## config.mk

```make
export PLATFORM = sky130hd
export DESIGN_NAME = philo_agent
export DESIGN_NICKNAME = d
export VERILOG_FILES = /design/src/rtl/philo_agent.sv
export SDC_FILE = /design/constraint.sdc
export NUM_CORES = 1
export LEC_CHECK = 0
export BUFFER_PORTS_ARGS = -buffer_cell sky130_fd_sc_hd__buf_2
export CAP_MARGIN = 30
export CORE_ASPECT_RATIO = 1.1
export CORE_MARGIN = 3
export CORE_UTILIZATION = 36
export DETAILED_ROUTE_END_ITERATION = 10
export PLACE_DENSITY = 0.55
export SLEW_MARGIN = 30
export SYNTH_ARGS = -nofsm -noshare
export SYNTH_HDL_FRONTEND = slang
export SYNTH_SLANG_ARGS = --single-unit
```

## constraint.sdc

```tcl
create_clock -name clk -period 3 [get_ports clk]
set_clock_uncertainty 0.2 [all_clocks]
set_input_delay 0.15 -clock clk [delete_from_list [all_inputs] [get_ports clk]]
set_output_delay 0.15 -clock clk [all_outputs]
set_load 0.02 [all_outputs]
```

## src/rtl/philo_agent.sv

```systemverilog
// philo_agent: dining-philosopher agent cycling THINKING -> HUNGRY -> EATING on a prescaled tick.
module philo_agent #(
  parameter int ID         = 0,
  parameter int THINK_TIME = 5,
  parameter int EAT_TIME   = 2,
  parameter int TICK_DIV   = 1
) (
  input  logic       clk,
  input  logic       reset,
  input  logic [2:0] event_p,
  output logic [3:0] event_s,
  output logic [1:0] state,
  output logic [7:0] meals,
  output logic       protocol_err
);
  typedef enum logic [1:0] {THINKING = 2'd0, HUNGRY = 2'd1, EATING = 2'd2} st_t;
  localparam logic [15:0] PMAX = 16'(TICK_DIV - 1);
  localparam logic [7:0]  TT   = 8'(THINK_TIME);
  localparam logic [7:0]  ET   = 8'(EAT_TIME);
  localparam logic [1:0]  IDV  = 2'(ID);
  st_t         state_q, state_d;
  logic [15:0] pre_q, pre_d;
  logic [7:0]  cnt_q, cnt_d, meals_q, meals_d;
  logic [3:0]  ev_q, ev_d;
  logic        err_q, err_d;
  logic        tick, eat;
  assign tick = pre_q == PMAX;
  assign eat  = event_p[2] && event_p[1:0] == 2'd0;
  always_ff @(posedge clk or negedge reset) begin
    if (!reset) begin
      state_q <= THINKING;
      pre_q   <= '0;
      cnt_q   <= TT;
      ev_q    <= '0;
      meals_q <= '0;
      err_q   <= 1'b0;
    end else begin
      state_q <= state_d;
      pre_q   <= pre_d;
      cnt_q   <= cnt_d;
      ev_q    <= ev_d;
      meals_q <= meals_d;
      err_q   <= err_d;
    end
  end
  always_comb begin
    state_d = state_q;
    pre_d   = pre_q;
    cnt_d   = cnt_q;
    ev_d    = {1'b0, ev_q[2:0]};
    meals_d = meals_q;
    err_d   = err_q;
    if (state_q == HUNGRY) begin
      if (eat) begin
        state_d = EATING;
        pre_d   = '0;
        cnt_d   = ET;
      end
    end else begin
      // EAT is only legal while HUNGRY; elsewhere it only raises the sticky error
      err_d = err_q | eat;
      pre_d = tick ? '0 : pre_q + 16'd1;
      if (tick) cnt_d = cnt_q - 8'd1;
      if (tick && cnt_q == 8'd1) begin
        if (state_q == THINKING) begin
          state_d = HUNGRY;
          ev_d    = {2'b10, IDV};
        end else begin
          state_d = THINKING;
          cnt_d   = TT;
          ev_d    = {2'b11, IDV};
          meals_d = meals_q + 8'd1;
        end
      end
    end
  end
  assign event_s      = ev_q;
  assign state        = state_q;
  assign meals        = meals_q;
  assign protocol_err = err_q;
endmodule

```

Word level (Yosys, flattened, before mapping). Cells that the tools add are included.

Output and inout bits: 15. Input port bits: 5. Word-level logic and storage cells: 40. Register bits: 39.

Reduce and logical (&&, ||, !) cells: 9. $add $sub $neg: 3. Muxes and demuxes: 15. Bitwise gates (word level): 3. Eq/ne operators: 3.

Operator list (count): 2-to-1 mux 16 bit (3); 2-to-1 mux 8 bit (5); adder 16 x 1 -> 16 bit, second input constant (1); zero test 16 bit (1); adder 8 x 1 -> 8 bit, second input constant (1); equality test 8 x 1 -> 1 bit, second input constant (1); 2-to-1 mux 4 bit (2); subtractor 8 x 1 -> 8 bit, second input constant (1); 2-to-1 mux 2 bit (3); zero test 2 bit (2); AND reduction 2 bit (2); 2-to-1 mux 3 bit (1); AND reduction 3 bit (1); equality test 2 x 1 -> 1 bit, second input constant (1); logical AND 1 bit (2); != test 2 bit, second input constant (1); inverter 1 bit (2); nonzero test 2 bit (1); 2-to-1 mux 1 bit (1); OR 1 bit (1).

Logic depth before layout (Yosys ltp).
Depth in word-level cells: 5. Depth in mapped cells: 9. Depth with buffers taken out: 7.

Worst setup path before layout. Ideal clock, no wire load.

Path kind: register to register. From: reg pre_q[0]. To: reg pre_q[13]. Buffers on the path: 2. Cell stages (with the launch flop): 10. Library setup time: 0.064 ns. Required time: 2.736 ns. Data arrival time: 1.783 ns. Period minus slack after synthesis: 2.047 ns. Setup slack: 0.953 ns. Cells stage by stage: dfrtp_1 inv_1 ha_1 nor4b_1 and4_1 buf_6 or2_4 buf_6 nor4_2 a21o_1.

Longest elaborated chain between the ends: 3. Elaborated cells on any way between the ends: 4. Classes of those cells: add/sub: 1; mux: 2; reduce/logical: 1.

Ends and longest elaborated chain: start, declared (line 22) `logic [15:0] pre_q, pre_d;`; start signal, assigned (line 39) `pre_q <= pre_d;`; adder 16 x 1 -> 16 bit or zero test 16 bit (tied branches) (line 62, 27); 2-to-1 mux 16 bit * (line 62) `pre_d = tick ? '0 : pre_q + 16'd1;`; 2-to-1 mux 16 bit * (line 53) `if (state_q == HUNGRY) begin`.

Every way passes the cells marked *; elsewhere a longest branch is shown, timed or not. A chain may end at the register's enable or synchronous reset.

Worst setup path in the final report.
From: reg pre_q[0]. To: reg cnt_q[1].

Longest elaborated chain between the ends: 5. Elaborated cells on any way between the ends: 6. Classes of those cells: mux: 4; reduce/logical: 2.

Ends and longest elaborated chain: zero test 16 bit * (line 27) `assign tick = pre_q == PMAX;`; 2-to-1 mux 8 bit (line 63) `if (tick) cnt_d = cnt_q - 8'd1;`; 2-to-1 mux 8 bit (line 65) `if (state_q == THINKING) begin`; 2-to-1 mux 8 bit * (line 64) `if (tick && cnt_q == 8'd1) begin`; 2-to-1 mux 8 bit * (line 53); end signal, assigned (line 40) `cnt_q <= cnt_d;`; end, declared (line 23) `logic [7:0] cnt_q, cnt_d, meals_q, meals_d;`.

Marks and branches as above.

==> out/qor.csv <==
stage,metric,value,unit
layout,nets@finish,257,
sta,final hold violation count,0,
pwr,relative contribution of sequential cells to total power,39.4,%
setup_path,CP startpoint kind,flip-flop,
logic_synthesis,number of warnings reported in the yosys synthesis log,0,
cts,clock root buffer,sky130_fd_sc_hd__clkbuf_8,
setup_path,largest driver fanout on the critical path,12,
floorplanning,Rows,28,
outcome,result of the run,finished clean,
grt,combined global-route utilization of all metal layers,16.14,%
cts,register clock-pin slew on the reported worst setup and hold paths,70,ps
pwr,net switching power of the design,860.3,µW
layout,"most common cell after layout, fill and taps aside",sky130_fd_sc_hd__dfrtp_1,
logic_synthesis,mean cell area of the mapped netlist,9.234,µm²
cts,Post-CTS Setup Bufs,0,
routing,DRC viols,0,
logic_synthesis,area share of the largest cell type after synthesis,41.42,%
min_path,worst min-delay path category,in -> reg,
routing,DRT antenna net count,0,
setup_path,kind of end point of the critical path,flip-flop,
pwr,Combinational Power Share,43.5,%
cts,total CTS buffers,5,
grt,GRT overflow,0,
layout,proportion of layout cells with a drive suffix above 1,16.13,%
flow_run,maxcap violations,0,
floorplanning,DIE AREA,6831,µm²
placement,placed cell count,314,
floorplanning,count of boundary I/O pins,20,
floorplanning,horizontal die dimension,79.08,µm
logic_synthesis,most instantiated flip-flop cell in the synthesis netlist,sky130_fd_sc_hd__dfrtp_1,
logic_synthesis,"Seq/Total Area, Yosys",43.91,%
placement,detailed placer's ending HPWL,3387,µm
sta,minimum clock period,2461,ps
pwr,part of the total power dissipated in the clock network,17.1,%
sta,worst hold slack after final layout,13.28,ps
cts,TritonCTS clock tree,yes,
pwr,total power,1961,µW
pwr,worst-case vdd ir drop,309.7,µV
pwr,Cell Int Power,1100,µW
floorplanning,initial core utilization,38.20,%
floorplanning,Core Box Area,5535,µm²
sta,worst slew margin relative to its limit,45.25,%
setup_path,worst setup path category,reg -> reg,
logic_synthesis,number of enable flip-flop cells after synthesis,0,
pwr,static leakage,0.001052,µW
grt,pin count of the biggest net entering global routing,38,
sta,Final Max Tran Viols,0,
logic_synthesis,post-synthesis instance area,2115,µm²
logic_synthesis,async set-or-reset flop fraction in the synthesized netlist,100.0,%
layout,footprint of the flip-flops and latches,928.4,µm²
routing,post-detailed-route wirelength per cell,14.69,µm
routing,overall via count from detail_route,1737,
logic_synthesis,"Distinct cells, synth",49,
logic_synthesis,number of instances in the synthesized netlist,229,
layout,number of cells in the finished layout apart from fillers,323,
grt,wire length of the first global-routing pass,8783,µm
routing,"wirelength, routed",4746,µm
grt,antenna violations before repair,0,
setup_path,data required time of the critical path,2970,ps
sta,setup repair after global routing missed its margin,false,
logic_synthesis,library cell occupying the most area in the post-synthesis netlist,sky130_fd_sc_hd__dfrtp_1,
sta,highest achievable clock rate,406.4,MHz
placement,last weighted congestion value of the routability-driven placer,0.8983,
layout,area occupied by multi-input gates,1080,µm²
logic_synthesis,ranking of synthesized cells by area,"sky130_fd_sc_hd__dfrtp_1, sky130_fd_sc_hd__nand2_1, sky130_fd_sc_hd__o21ai_0",
cts,source-to-sink clock delay at the later pin of the worst-skew pair,280,ps
setup_path,Critical Path AT,2430,ps
layout,Layout fillers,577,
routing,post-detailed-route via-to-cell ratio,5.378,
routing,drt first-iter violations,85,
logic_synthesis,synthesized flop and latch total,37,
layout,Layout area overhead,10.65,%
sta,final clock period utilization by the worst path,82.02,%
placement,count of input and output buffers,17,
pwr,Switching Share,43.88,%
cts,H-tree Lvls,2,
sta,Slew @ Worst Pin,821.2,ps
sta,Setup Total Neg Slack,0,ps
layout,"commonest cells after routing, fill and taps aside","sky130_fd_sc_hd__dfrtp_1, sky130_fd_sc_hd__nand2_1, sky130_fd_sc_hd__nor2_1, sky130_fd_sc_hd__buf_2, sky130_fd_sc_hd__o21ai_0",
routing,DRT Pass-1 Iters,4,
layout,fin util,42.27,%
cts,# clock sinks,37,
pwr,power density over the cells,838.1,nW/µm²
cts,Clock Path Buffers,2,
sta,"Setup violations, final",0,
floorplanning,Die Y,86.38,µm
layout,antenna cell count,0,
grt,via count of the first global-routing pass,1757,
[cells by family after synthesis]
group / count (synthesis) / synth area share, %
other: 1 / 0.1773
AND/OR/NAND/NOR: 101 / 27.34
XOR/XNOR: 9 / 3.728
adder cells (fa/ha/maj): 5 / 2.959
AO/OA/AOI/OAI: 54 / 16.21
buffers and inverters: 21 / 5.207
multiplexers: 1 / 0.4734
flip-flops: 37 / 43.91
[registers in the layout (all words and copies together), names as in the netlist]
name / cells
state: 2
protocol_err: 1
cnt_q: 8
pre_q: 16
event_s: 2
meals: 8
[Yosys cell counts, types with 2 or more instances]
cell type / number
sky130_fd_sc_hd__a21o_1: 4
sky130_fd_sc_hd__a21oi_1: 7
sky130_fd_sc_hd__a22o_1: 4
sky130_fd_sc_hd__a31oi_1: 10
sky130_fd_sc_hd__a41oi_1: 3
sky130_fd_sc_hd__and3_1: 3
sky130_fd_sc_hd__buf_2: 4
sky130_fd_sc_hd__buf_4: 3
sky130_fd_sc_hd__buf_6: 2
sky130_fd_sc_hd__clkbuf_1: 2
sky130_fd_sc_hd__dfrtp_1: 35
sky130_fd_sc_hd__dfstp_2: 2
sky130_fd_sc_hd__ha_1: 5
sky130_fd_sc_hd__inv_1: 10
sky130_fd_sc_hd__nand2_1: 26
sky130_fd_sc_hd__nand3_1: 11
sky130_fd_sc_hd__nand4_1: 6
sky130_fd_sc_hd__nor2_1: 17
sky130_fd_sc_hd__nor2b_1: 3
sky130_fd_sc_hd__nor3_1: 12
sky130_fd_sc_hd__nor4_1: 3
sky130_fd_sc_hd__nor4_2: 3
sky130_fd_sc_hd__nor4b_1: 2
sky130_fd_sc_hd__o21ai_0: 16
sky130_fd_sc_hd__o21ai_1: 3
sky130_fd_sc_hd__or3_1: 3
sky130_fd_sc_hd__xnor2_1: 7
sky130_fd_sc_hd__xor2_1: 2
[critical path: stages, from the launching register on]
cell	delay, ps
sky130_fd_sc_hd__dfrtp_1	420
sky130_fd_sc_hd__inv_1	70
sky130_fd_sc_hd__ha_1	200
sky130_fd_sc_hd__nor4b_1	140
sky130_fd_sc_hd__and4_1	320
sky130_fd_sc_hd__nor2_1	650
sky130_fd_sc_hd__nor2_1	130
sky130_fd_sc_hd__o22a_1	230
[path summary, 6_finish.rpt]
kind                                             to  cells after the start                      from  slack [ps]
min                        protocol_err$_DFFE_PN0N_                      3                event_p[2]          10
max                            cnt_q[1]$_DFFE_PN0P_                      7      pre_q[0]$_DFFE_PN0P_         540
min reg2reg                protocol_err$_DFFE_PN0N_                      1  protocol_err$_DFFE_PN0N_         270
max in group asynchronous  protocol_err$_DFFE_PN0N_                      2                     reset        1790
min in group asynchronous      meals[3]$_DFFE_PN0P_                      2                     reset         300
max reg2reg                    cnt_q[1]$_DFFE_PN0P_                      7      pre_q[0]$_DFFE_PN0P_         540
[power groups by stage]
stage               clock, µW  combinational [µW]  sequential, µW
floorplan                   0                 686             765
global placement            0                 847             780
detailed placement          0                 856             778
CTS                       352                 859             769
global route              376                 985             794
finish                    335                 853             773
[metrics by stage]
| stage | cell area, µm² | setup slack, ps |
|---|---|---|
| floorplan | 2118 | 953.0 |
| global placement | 2247 | 606.5 |
| detailed placement | 2247 | 549.6 |
| CTS | 2340 | 534.0 |
| global route | 2340 | 330.8 |
| finish | 2340 | 539.4 |
[what timing repair did]
action | in CTS | in global routing
resized for setup | 0 | 0
hold buffers | 1 | 0
endpoints found under the hold margin | 35 | 0
setup endpoints to repair | 0 | 0
[area by class of cell]
cell class,instances,share of cell area (%)
Inverter,10,1.604
Sequential cell,37,39.68
Clock buffer,6,3.102
Multi-Input combinational cell,172,46.15
Timing Repair Buffer,21,5.027
Tap cell,75,4.011
Clock inverter,2,0.4278
[layer usage]
metal | vias up | track usage, % | part of all wire [%] | wire, µm
li1 | 865 | - | - | -
met1 | 829 | 22.15 | 46 | 2172
met2 | 37 | 25.88 | 50 | 2351
met3 | 6 | 3.119 | 3.3 | 158
met4 | 0 | 4.844 | 1.3 | 64
met5 | - | 0 | 0 | 0
Power figures use the tool's default switching activity.
